### config.mk
export PLATFORM = sky130hd
export DESIGN_NAME = program_sequencer
export DESIGN_NICKNAME = d
export VERILOG_FILES = /design/src/rtl/pseq_pkg.sv /design/src/rtl/pseq_ras.sv /design/src/rtl/program_sequencer.sv
export SDC_FILE = /design/constraint.sdc
export NUM_CORES = 1
export LEC_CHECK = 0
export BUFFER_PORTS_ARGS = -buffer_cell sky130_fd_sc_hd__buf_2
export CAP_MARGIN = 10
export CORE_MARGIN = 4
export CORE_UTILIZATION = 25
export DETAILED_ROUTE_END_ITERATION = 7
export SYNTH_ARGS = -nofsm -noshare
export SYNTH_HDL_FRONTEND = slang
export SYNTH_HIERARCHICAL = 1
export SYNTH_SLANG_ARGS = --single-unit
### constraint.sdc
create_clock -name mclk -period 3.5 [get_ports mclk]
set_clock_uncertainty 0.15 [all_clocks]
set_input_delay 0.35 -clock mclk [delete_from_list [all_inputs] [get_ports mclk]]
set_output_delay 0.35 -clock mclk [all_outputs]
set_load 0.02 [all_outputs]
### src/rtl/pseq_pkg.sv
// pseq_pkg: op encodings and fault codes shared by program_sequencer and its bench.
package pseq_pkg;

  typedef enum logic [2:0] {
    PSEQ_NOP  = 3'd0,
    PSEQ_INC  = 3'd1,
    PSEQ_JMP  = 3'd2,
    PSEQ_JREL = 3'd3,
    PSEQ_CALL = 3'd4,
    PSEQ_RET  = 3'd5
  } pseq_op_e;

  typedef enum logic [1:0] {
    FLT_NONE = 2'd0,
    FLT_OVF  = 2'd1,
    FLT_UNF  = 2'd2,
    FLT_ILL  = 2'd3
  } fault_code_e;

endpackage

### src/rtl/pseq_ras.sv
// pseq_ras: DEPTH x WIDTH return-address LIFO. The top entry is read
// combinationally so a RET completes in the same cycle it is sampled.
// The storage array is not reset; only the occupancy counter is.
module pseq_ras #(
  parameter int WIDTH = 8,
  parameter int DEPTH = 4
) (
  input  logic                         mclk,
  input  logic                         mrst_n,
  input  logic                         push,
  input  logic                         pop,
  input  logic [WIDTH-1:0]             din,
  output logic [WIDTH-1:0]             top,
  output logic [$clog2(DEPTH+1)-1:0]   depth,
  output logic                         full,
  output logic                         empty
);

  localparam int DW = $clog2(DEPTH+1);
  localparam int AW = (DEPTH > 1) ? $clog2(DEPTH) : 1;

  logic [WIDTH-1:0] mem [DEPTH];
  logic [DW-1:0]    depth_q, depth_d;
  logic [AW-1:0]    wr_idx, rd_idx;
  logic             do_push, do_pop;

  assign full    = (depth_q == DW'(DEPTH));
  assign empty   = (depth_q == '0);
  assign do_push = push & ~full;
  assign do_pop  = pop & ~empty;
  // Write slot is the first free entry; the top is the entry just below it.
  assign wr_idx  = AW'(depth_q);
  assign rd_idx  = AW'(depth_q - DW'(1));
  assign top     = mem[rd_idx];
  assign depth   = depth_q;

  // Occupancy: at most one of push/pop is requested per cycle.
  always_comb begin
    depth_d = depth_q;
    if (do_push)     depth_d = depth_q + DW'(1);
    else if (do_pop) depth_d = depth_q - DW'(1);
  end

  // Occupancy register, cleared by reset.
  always_ff @(posedge mclk or negedge mrst_n) begin
    if (!mrst_n) depth_q <= '0;
    else         depth_q <= depth_d;
  end

  // Storage write; contents survive reset and are don't-care above depth.
  always_ff @(posedge mclk) begin
    if (do_push) mem[wr_idx] <= din;
  end

endmodule

### src/rtl/program_sequencer.sv
// program_sequencer: instruction address generator with INC / JMP / CALL / RET
// and a return-address stack. Freezes with a sticky fault code on stack
// overflow, underflow or illegal op; only mrst_n clears it.
// Optional macro PSEQ_RELATIVE_EN enables op 3 (JREL, pc += signed offset);
// without it op 3 is illegal and no offset adder exists.
module program_sequencer
  import pseq_pkg::*;
#(
  parameter int WIDTH = 8,
  parameter int DEPTH = 4
) (
  input  logic                       mclk,
  input  logic                       mrst_n,
  input  logic                       mclk_en,
  input  logic                       i_halt,
  input  logic [2:0]                 i_op,
  input  logic [WIDTH-1:0]           i_target,
  output logic [WIDTH-1:0]           o_data,
  output logic [$clog2(DEPTH+1)-1:0] o_depth,
  output logic                       o_full,
  output logic                       o_empty,
  output logic                       o_fault,
  output logic [1:0]                 o_fault_code
);

  logic [WIDTH-1:0] pc_q, pc_d;
  logic             fault_q, fault_d;
  fault_code_e      code_q, code_d;
  logic             step;
  logic             push, pop;
  logic [WIDTH-1:0] ret_addr, ras_top;
  logic             ras_full, ras_empty;

  assign step     = mclk_en & ~i_halt & ~fault_q;
  assign ret_addr = pc_q + WIDTH'(1);

  pseq_ras #(.WIDTH(WIDTH), .DEPTH(DEPTH)) u_ras (
    .mclk   (mclk),
    .mrst_n (mrst_n),
    .push   (push),
    .pop    (pop),
    .din    (ret_addr),
    .top    (ras_top),
    .depth  (o_depth),
    .full   (ras_full),
    .empty  (ras_empty)
  );

  // Op decode: next pc, stack request and fault capture for this step.
  always_comb begin
    pc_d    = pc_q;
    fault_d = fault_q;
    code_d  = code_q;
    push    = 1'b0;
    pop     = 1'b0;
    if (step) begin
      case (pseq_op_e'(i_op))
        PSEQ_NOP: ;
        PSEQ_INC: pc_d = ret_addr;
        PSEQ_JMP: pc_d = i_target;
`ifdef PSEQ_RELATIVE_EN
        // Unsigned add of the two's-complement offset wraps correctly.
        PSEQ_JREL: pc_d = pc_q + i_target;
`endif
        PSEQ_CALL: begin
          if (ras_full) begin
            fault_d = 1'b1;
            code_d  = FLT_OVF;
          end else begin
            push = 1'b1;
            pc_d = i_target;
          end
        end
        PSEQ_RET: begin
          if (ras_empty) begin
            fault_d = 1'b1;
            code_d  = FLT_UNF;
          end else begin
            pop  = 1'b1;
            pc_d = ras_top;
          end
        end
        default: begin
          fault_d = 1'b1;
          code_d  = FLT_ILL;
        end
      endcase
    end
  end

  // pc and sticky fault registers.
  always_ff @(posedge mclk or negedge mrst_n) begin
    if (!mrst_n) begin
      pc_q    <= '0;
      fault_q <= 1'b0;
      code_q  <= FLT_NONE;
    end else begin
      pc_q    <= pc_d;
      fault_q <= fault_d;
      code_q  <= code_d;
    end
  end

  assign o_data       = pc_q;
  assign o_full       = ras_full;
  assign o_empty      = ras_empty;
  assign o_fault      = fault_q;
  assign o_fault_code = code_q;

endmodule

### Yosys cells after proc, flatten, opt, wreduce, memory -nomap -nowiden

Memories as Yosys holds them, arrays and structs flattened.
Index checks and enable logic that the tools add are counted.
W data, S select, Z words.

* input bits: 15
* bits in registers: 14
* memories kept: 1
* bits in writable memories: 32

Memories
* u_ras.mem: words 4, width 8, read ports 1, clocked after memory_dff 0, wr ports 1, RTL line pseq_ras.sv:22 `logic [WIDTH-1:0] mem [DEPTH];`

* mux-type cells: 19
* bitwise operators: 9
* reduce and logical (&&, ||, !) cells: 7
* add/sub/neg operators: 3
* eq/ne operators: 9

Operators with widths (count)
* $pmux W8 S4: 1
* $mux W8: 2
* $mux W1: 10
* $eq A3 B3 Y1 const B: 3
* $add A8 B1 Y8 const B: 1
* $reduce_and A4 Y1: 2
* $logic_not A3 Y1: 2
* $mux W3: 2
* $pmux W2 S3: 1
* $not A1 Y1: 5
* $and A1 B1 Y1: 4
* $mux W2: 2
* $ne A2 B1 Y1 const B: 2
* $ne A2 B2 Y1 const B: 2
* $reduce_bool A4 Y1: 1
* $add A3 B1 Y3 const B: 1
* $eq A3 B1 Y1 const B: 1
* $eq A3 B2 Y1 const B: 1
* $pmux W1 S3: 1
* $reduce_or A3 Y1: 1
* $sub A3 B1 Y3 const B: 1
* $reduce_bool A2 Y1: 1

### Longest topological paths before layout

Gate-level depths: netlist (run 1).

* depth after elaboration: 7
* gate-level depth with buffers: 10
* depth with buffers taken out: 8

### By module

Netlist (run 1), hierarchy kept.

Modules (own cells, without submodules)
* pseq_ras: area each 1450.1 µm², cells an instance 73, sequential area each 1036.0 µm², instances 1
* program_sequencer: area each 985.9 µm², cells an instance 108, sequential area each 275.3 µm², instances 1

### Worst setup path before layout (run 1)

No wires, ideal clock.

* kind: flip-flop to flip-flop
* start point: register u_ras.depth_q[0], in the netlist u_ras/depth[0]
* end point: memory u_ras.mem[0][0], enable pin
* library setup time: 310 ps
* clock period less this slack: 2812 ps
* arrival: 2352 ps
* path slack: 688 ps
* buffers on the path: 2
* data required time: 3040 ps
* stages on the path, launching flop included: 10
* cell sequence: dfrtp_1 -> buf_4 -> inv_1 -> ha_1 -> and2_2 -> nor4b_2 -> nor2b_1 -> a21boi_2 -> buf_6 -> and2_2

* word-level cells in the longest chain between the ends: 7

Ends and longest elaborated chain
* start: declaration: RTL line pseq_ras.sv:23 `logic [DW-1:0] depth_q, depth_d;`
* start signal: assignment: RTL line pseq_ras.sv:47 `else depth_q <= depth_d;`
* $eq A3 B3 Y1: RTL line pseq_ras.sv:27 `assign full = (depth_q == DW'(DEPTH));`
* named net o_full: RTL line program_sequencer.sv:20 `output logic o_full,`
* $mux W1: RTL line program_sequencer.sv:66 `if (ras_full) begin`
* $mux W1: RTL line program_sequencer.sv:57 `case (pseq_op_e'(i_op))`
* $mux W1: RTL line program_sequencer.sv:56 `if (step) begin`
* named net push: RTL line program_sequencer.sv:30 `logic push, pop;`
* $and A1 B1 Y1: RTL line pseq_ras.sv:29 `assign do_push = push & ~full;`
* $mux W1: RTL line pseq_ras.sv:52 `if (do_push) mem[wr_idx] <= din;`
* $mux W1 (not written as such): RTL line pseq_ras.sv:52
* end: declaration: RTL line pseq_ras.sv:22

The timed path passes the listed nets, and every way through them passes these cells.

### Final worst setup path (run 1)

* start point: register u_ras.depth_q[1], in the netlist u_ras/depth[1]
* end point: memory u_ras.mem[2][6], enable pin

* word-level cells in the longest chain between the ends: 7

Ends and longest elaborated chain (RTL line)
* $eq A3 B3 Y1: pseq_ras.sv:27
* $mux W1: program_sequencer.sv:66
* $mux W1: program_sequencer.sv:57
* $mux W1: program_sequencer.sv:56
* named net push: program_sequencer.sv:30
* $and A1 B1 Y1: pseq_ras.sv:29
* $mux W1: pseq_ras.sv:52
* $mux W1 (not written as such): pseq_ras.sv:52

The timed path passes the listed nets, and every way through them passes these cells.

==> results.md, run 1 <==
* Outcome: completed
* Dpl cells at ~330
* Synthesized cell area at 2440 um^2
* Sequential Area at around 1300 um^2
* Adder-cell area share of the yosys netlist at about 3.6%
* Via density at 4.60
* # rows at 35
* Max_cap viols at 0
* Pwr Density at about 740 nW/um^2
* # H-tree levels at 2
* Worst hold slack at between 0.2 and 0.3 ns
* IO Count at 31
* Worst-Skew Late Latency at about 0.3 ns
* Reg clk slew, reported paths at around 0.08 ns
* Core area at about 9400 um^2
* Post-Route WL at 5580 um
* FILL cells at between 900 and 1000
* Tmin final at around 2.7 ns
* Synth Flop Type: edfxtp_1
* Synth cell types at 52
* Hold EP: o_data[4]$_DFFE_PN0P_
* Initial antenna violation count at 0
* Worst vdd ir at between 0.15 and 0.2 mV
* Relative slew slack at between 50% and 60%
* Worst r2r dst: u_ras/mem[2][6]$_DFFE_PP_
* Port Buf Inserts at 30
* GP Congestion at between 0.7 and 0.8
* Hold Path Stages at 3
* Synth area leaders: edfxtp_1 39%, dfrtp_1 14%, mux4_2 7.4%, ha_1 3.6%, xnor2_1 1.8%
* Synth area leader: edfxtp_1
* Clock Sinks at 46
* Post-synthesis cell count at 181
* Final setup TNS at 0 ns
* Antenna Cells at 0
* Total GRT Usage at around a tenth
* Post-CTS sizing at 0
* Largest family of logic cells by synthesized area: simple AND/OR/NAND/NOR gates
* Static leakage at a little over 0.001 uW
* Finished Layout Cells at ~340
* Yosys reg bits at 46
* Slew Limit Fails at 0
* Die outline width at 107 um
* Fraction of layout cells with a size suffix above 1 at a little over a quarter
* Compound-Gate Fraction of Synth Area at 12.3%
* Most common cell after layout, fill and taps aside: edfxtp_1
* RSZ-0062 raised after global routing: false
* Worst reg2reg setup slack at 0.80 ns
* Via count of the routed design at between 1500 and 2000
* Syn Nets at just over 200
* Final net count at ~230
* Clock buffer count from CTS at 5
* Avg Inst Size Synth at between 10 and 15 um^2
* CTS tree: built
* Die area at around 11000 um^2
* Post-route ant nets at 0
* Largest net degree at the start of global routing at 21
* Vias in the first global route at 1539
* Worst-path fanout max at 11
* Multi-input combinational cell area at roughly 1000 um^2
* Final period util at ~77%
* First-pass GRT wire length at 8850 um
* DR pass1 iterations at 4
* XOR/XNOR Fraction of Synth Area at 2.16%
* Worst setup EP type: flip-flop
* Number of DRC markers in iteration 0 at 95
* Number of synthesized flops with an enable pin at 32
* Mux cell area share after synthesis at ~11%
* Wire per inst at between 15 and 20 um
* Yosys warns at 6
* Sequential-to-total area share from yosys stat at a little over half
* Final Hold Viols at 0
* Worst slew pin tran at just over 0.6 ns
* Startpoint Class: flip-flop
* Kind of critical path: flip-flop to flip-flop
* Clk root buf: clkbuf_8
* Simple-gate share of the synthesized area at 13.7%
* Ys async rst share at between 30% and 40%
* Final setup vio count at 0
* WP data required at roughly 3.3 ns
* Commonest non-fill, non-tap cells in the layout: 32 x edfxtp_1, 30 x buf_2, 14 x dfrtp_1, 10 x nand2_1, 8 x mux4_2
* Synth top area share at 39.4%
* DRC errors left at 0
* Arrival time worst endpoint at 2.54 ns
* DP HPWL at between 4000 and 5000 um
* Min-Delay Startpoint: i_target[4]
* Die height at about 110 um
* Longest Clk Path Bufs at 2
* Synthesis-to-finish area growth at 15.6%
* Max frequency at ~370 MHz
* Initial core utilization at between 20% and 30%
* Worst reg2reg path depth at 7
* Class of the worst hold path: input port to flip-flop
* Global route total overflow at 0
* Worst r2r src: u_ras/depth[1]$_DFFE_PN0P_
-- cells by family (layout without fill, tap and decap cells) --
kind of cell             count (synthesis)  count (layout)
multiplexers                            16              16
AND/OR/NAND/NOR                         54              54
adder cells (fa/ha/maj)                  7               7
AO/OA/AOI/OAI                           37              37
buffers and inverters                   15              47
flip-flops                              46              46
XOR/XNOR                                 6               6
-- stage by stage --
step           utilization, %  setup slack, ns  area [um^2]  power [uW]
2_1_floorplan               -            0.688         2440        1420
3_5_place_dp             28.8            0.777         2700        1700
5_1_grt                  30.0            0.573         2820        2210
3_3_place_gp             28.8            0.901         2700        1700
4_1_cts                  30.0            0.786         2820        2090
6_report                 30.0            0.798         2820        2070
-- cell usage after synthesis (all sizes together) (3+ instances only) --
| library cell | number |
|---|---|
| a22o | 3 |
| a2bb2oi | 3 |
| and2 | 6 |
| buf | 7 |
| dfrtp | 14 |
| edfxtp | 32 |
| ha | 7 |
| inv | 7 |
| mux2 | 4 |
| mux2i | 4 |
| mux4 | 8 |
| nand2 | 10 |
| nand3 | 3 |
| nand3b | 3 |
| nor2 | 6 |
| nor3 | 7 |
| nor3b | 3 |
| o21ai | 7 |
| o2bb2ai | 3 |
| or2 | 4 |
| xnor2 | 5 |
-- flip-flops by register name, indices dropped and copies added (netlist names) --
name and count:
o_fault 1, u_ras/mem 32, o_fault_code 2, o_data 8, u_ras/depth 3
-- final cells by class --
cell class | count | share of cell area (%)
well taps | 129 | 5.73
clock buffers | 6 | 2.58
repair buffers | 32 | 5.96
clock inverters | 2 | 1.33
flip-flops and latches | 46 | 46.6
multi-input cells | 120 | 36.9
inverters | 7 | 0.933
-- worst max path at each step --
stage	start	endpoint	slack, ns
4_1_cts	u_ras/depth[1]$_DFFE_PN0P_	u_ras/mem[2][0]$_DFFE_PP_	0.79
3_5_place_dp	u_ras/depth[1]$_DFFE_PN0P_	u_ras/mem[2][1]$_DFFE_PP_	0.78
6_report	u_ras/depth[1]$_DFFE_PN0P_	u_ras/mem[2][6]$_DFFE_PP_	0.80
2_1_floorplan	u_ras/depth[0]$_DFFE_PN0P_	u_ras/mem[0][0]$_DFFE_PP_	0.69
3_3_place_gp	u_ras/depth[1]$_DFFE_PN0P_	u_ras/mem[3][3]$_DFFE_PP_	0.90
5_1_grt	u_ras/depth[1]$_DFFE_PN0P_	u_ras/mem[2][1]$_DFFE_PP_	0.57
-- layer usage --
layer | GRT usage, % | up-vias | share of wire [%]
met5 | 0 | - | 0
met4 | 1.10 | 0 | 0.36
met3 | 3.19 | 4 | 6.0
met2 | 15.4 | 38 | 44
met1 | 14.4 | 780 | 50
li1 | - | 751 | -
-- report_power, final --
part           leakage (uW)  internal (uW)  switching, uW
Sequential         0.000458            728           97.6
Clock             0.0000514            213            180
Combinational      0.000496            357            495
-- worst max-delay path: stages (launching register included) --
cell,delay (ns)
dfrtp_1,0.41
inv_1,0.10
ha_1,0.21
and2_2,0.22
nor4b_2,0.35
nor2b_1,0.21
a21boi_2,0.38
and2_2,0.35
-- timing repair --
item                      CTS  global route
hold buffers                1             0
setup buffers               0             0
hold endpoints to repair   14             0
No activity file was read; power rests on OpenSTA's default activity.
==> run 2: changes to the inputs <==
- clock period: 3.5 -> 2.2 ns (I/O delays scaled with it)
==> run 2 against run 1 <==
Worst hold slack got worse by 0.14 ns; critical path depth unchanged; clock-buffer cell count fell by 1; non-clock buffer count rose by 19; via count up 5.3%; clock power rose by 40%; register-to-register slack worse by 0.78 ns; first-iteration DRC count fell by 6.3%; critical path type unchanged.
==> results.md, run 2 (synthesized netlist as in run 1, its figures left out) <==
* Vias in the first global route at 1620 (+5.3%)
* Die height at 107 um (unchanged)
* Longest Clk Path Bufs at 2 (unchanged)
* Die outline width at 107 um (unchanged)
* Area after DPL at 2880 um^2 (+6.8%)
* Tmin final at 2.18 ns (-0.518 ns)
* Reg clk slew, reported paths at 0.10 ns (+0.02 ns)
* Wire per inst at 16.1 um (-1.2%)
* IO Count at 31 (unchanged)
* Core area at 9370 um^2 (unchanged)
* GP Congestion at 0.787 (+4.3%)
* Final Cell Area at 3020 um^2 (+7.3%)
* DRC errors left at 0 (unchanged)
* Worst vdd ir at 0.379 mV (+90%)
* Final Hold Viols at 0 (unchanged)
* Post-route ant nets at 0 (unchanged)
* Initial antenna violation count at 0 (unchanged)
* Commonest non-fill, non-tap cells in the layout: 32 x edfxtp_1, 30 x buf_2, 18 x buf_4, 13 x dfrtp_1, 10 x nand2_1
* Startpoint Class: flip-flop
* Setup ws final at 0.0162 ns (-0.782 ns)
* Synthesis-to-finish area growth at 24.0%
* Post-Place Worst Slack at -0.0446 ns (-0.822 ns)
* Clk root buf: clkbuf_8
* Post-layout util at 32.2% (+2.2 points)
* DR pass1 iterations at 4 (unchanged)
* Worst setup EP type: flip-flop
* Biggest register: u_ras/mem
* DP HPWL at 4330 um (+2.4%)
* CTS tree: built
* Class of the worst hold path: input port to flip-flop
* # H-tree levels at 2 (unchanged)
* WP data required at 2.06 ns (-1.28 ns)
* Clock buffer count from CTS at 5 (unchanged)
* Global route total overflow at 0 (unchanged)
* # rows at 35 (unchanged)
* Initial core utilization at 26.0% (unchanged)
* Final net count at 253 (+8.1%)
* Max frequency at 458 MHz (+24%)
* RSZ-0062 raised after global routing: true
* Final period util at 99.3% (+22 points)
* Port Buf Inserts at 30 (unchanged)
* FILL cells at 946 (-2.6%)
* First-pass GRT wire length at 9120 um (+3.0%)
* Kind of critical path: flip-flop to flip-flop
* Number of DRC markers in iteration 0 at 89 (-6.3%)
* Via density at 4.59 (-0.26%)
* Static leakage at 0.00111 uW (+10%)
* Outcome: completed
* Final setup TNS at 0 ns (unchanged)
* Worst slew pin tran at 0.467 ns (-0.136 ns)
* Worst-path fanout max at 8 (-3)
* Slew Limit Fails at 0 (unchanged)
* Total GRT Usage at 10.6% (+0.51 points)
* Max_cap viols at 0 (unchanged)
* Via count of the routed design at 1656 (+5.3%)
* Antenna Cells at 0 (unchanged)
* Relative slew slack at 68.6% (+8.9 points)
* Die area at 11400 um^2 (unchanged)
* Arrival time worst endpoint at 2.05 ns (-0.49 ns)
* Largest net degree at the start of global routing at 19 (-9.5%)
* Post-Route WL at 5820 um (+4.3%)
* Final setup vio count at 0 (unchanged)
* Clock Sinks at 46 (unchanged)
* Number of flip-flops in the largest register at 32 (unchanged)
* Worst-Skew Late Latency at 0.32 ns (+0.02 ns)
* Finished Layout Cells at 361 (+5.6%)
* Dpl cells at 350 (+5.1%)
* Most common cell after layout, fill and taps aside: edfxtp_1
* Fraction of layout cells with a size suffix above 1 at 37.1% (+9.8 points)
* Pwr Density at 1170 nW/um^2 (+58%)
-- run 2: path summary, 6_finish.rpt --
path | startpoint | to | slack, ns | depth (start not counted)
min in group asynchronous | mrst_n | o_data[1]$_DFFE_PN0P_ | 0.19 | 2
worst min-delay path | i_target[5] | o_data[5]$_DFFE_PN0P_ | 0.14 | 4
worst min register to register | o_fault$_DFFE_PN0P_ | o_fault$_DFFE_PN0P_ | 0.33 | 1
max in group asynchronous | mrst_n | u_ras/depth[0]$_DFFE_PN0P_ | 1.40 | 2
worst max register to register | u_ras/depth[0]$_DFFE_PN0P_ | u_ras/mem[2][0]$_DFFE_PP_ | 0.02 | 7
worst max-delay path | u_ras/depth[0]$_DFFE_PN0P_ | u_ras/mem[2][0]$_DFFE_PP_ | 0.02 | 7
-- run 2: what timing repair did --
| item | in CTS | in global routing |
|---|---|---|
| setup endpoints to repair | 34 | 42 |
| hold buffers | 1 | 0 |
| hold endpoints to repair | 14 | 0 |
| setup buffers | 0 | 2 |
| resized for setup | 4 | 1 |
| pin swaps | 3 | 9 |
-- run 2: routing by layer --
| layer | track usage, % | routed length (um) | vias to the layer above |
|---|---|---|---|
| met5 | 0 | 0 | - |
| li1 | - | - | 799 |
| met3 | 2.47 | 381 | 7 |
| met1 | 14.7 | 2660 | 800 |
| met4 | 3.56 | 65 | 0 |
| met2 | 16.2 | 2710 | 50 |
-- run 2: layout make-up --
cell class,count,area [um^2],share of cell area [%]
multi-input combinational,120,1100,36.3
clock inverter,3,23.8,0.787
sequential,46,1310,43.5
timing repair buffer,51,327,10.8
clock buffer,5,68.8,2.28
inverter,7,31.3,1.04
tap,129,161,5.34
-- run 2: per-stage QoR --
stage | total power (uW) | hold WS [ns]
finish | 3520 | 0.142
global route | 3740 | 0.166
CTS | 3510 | 0.147
detailed placement | 2930 | 0.0136
global placement | 2930 | 0.00577
floorplan | 2370 | -0.226
-- run 2: power breakdown --
part	internal (uW)	switching [uW]	leakage, uW
Sequential	1160	160	0.000457
Clock	228	321	0.0000408
Combinational	787	865	0.000611
-- run 2: worst max-delay path: stages, from the launching register on --
cell and delay (ns):
dfrtp_2 0.42, inv_6 0.05, ha_4 0.16, and2_4 0.14, nor4b_4 0.29, nor2b_4 0.20
a21boi_4 0.23, and2_4 0.26
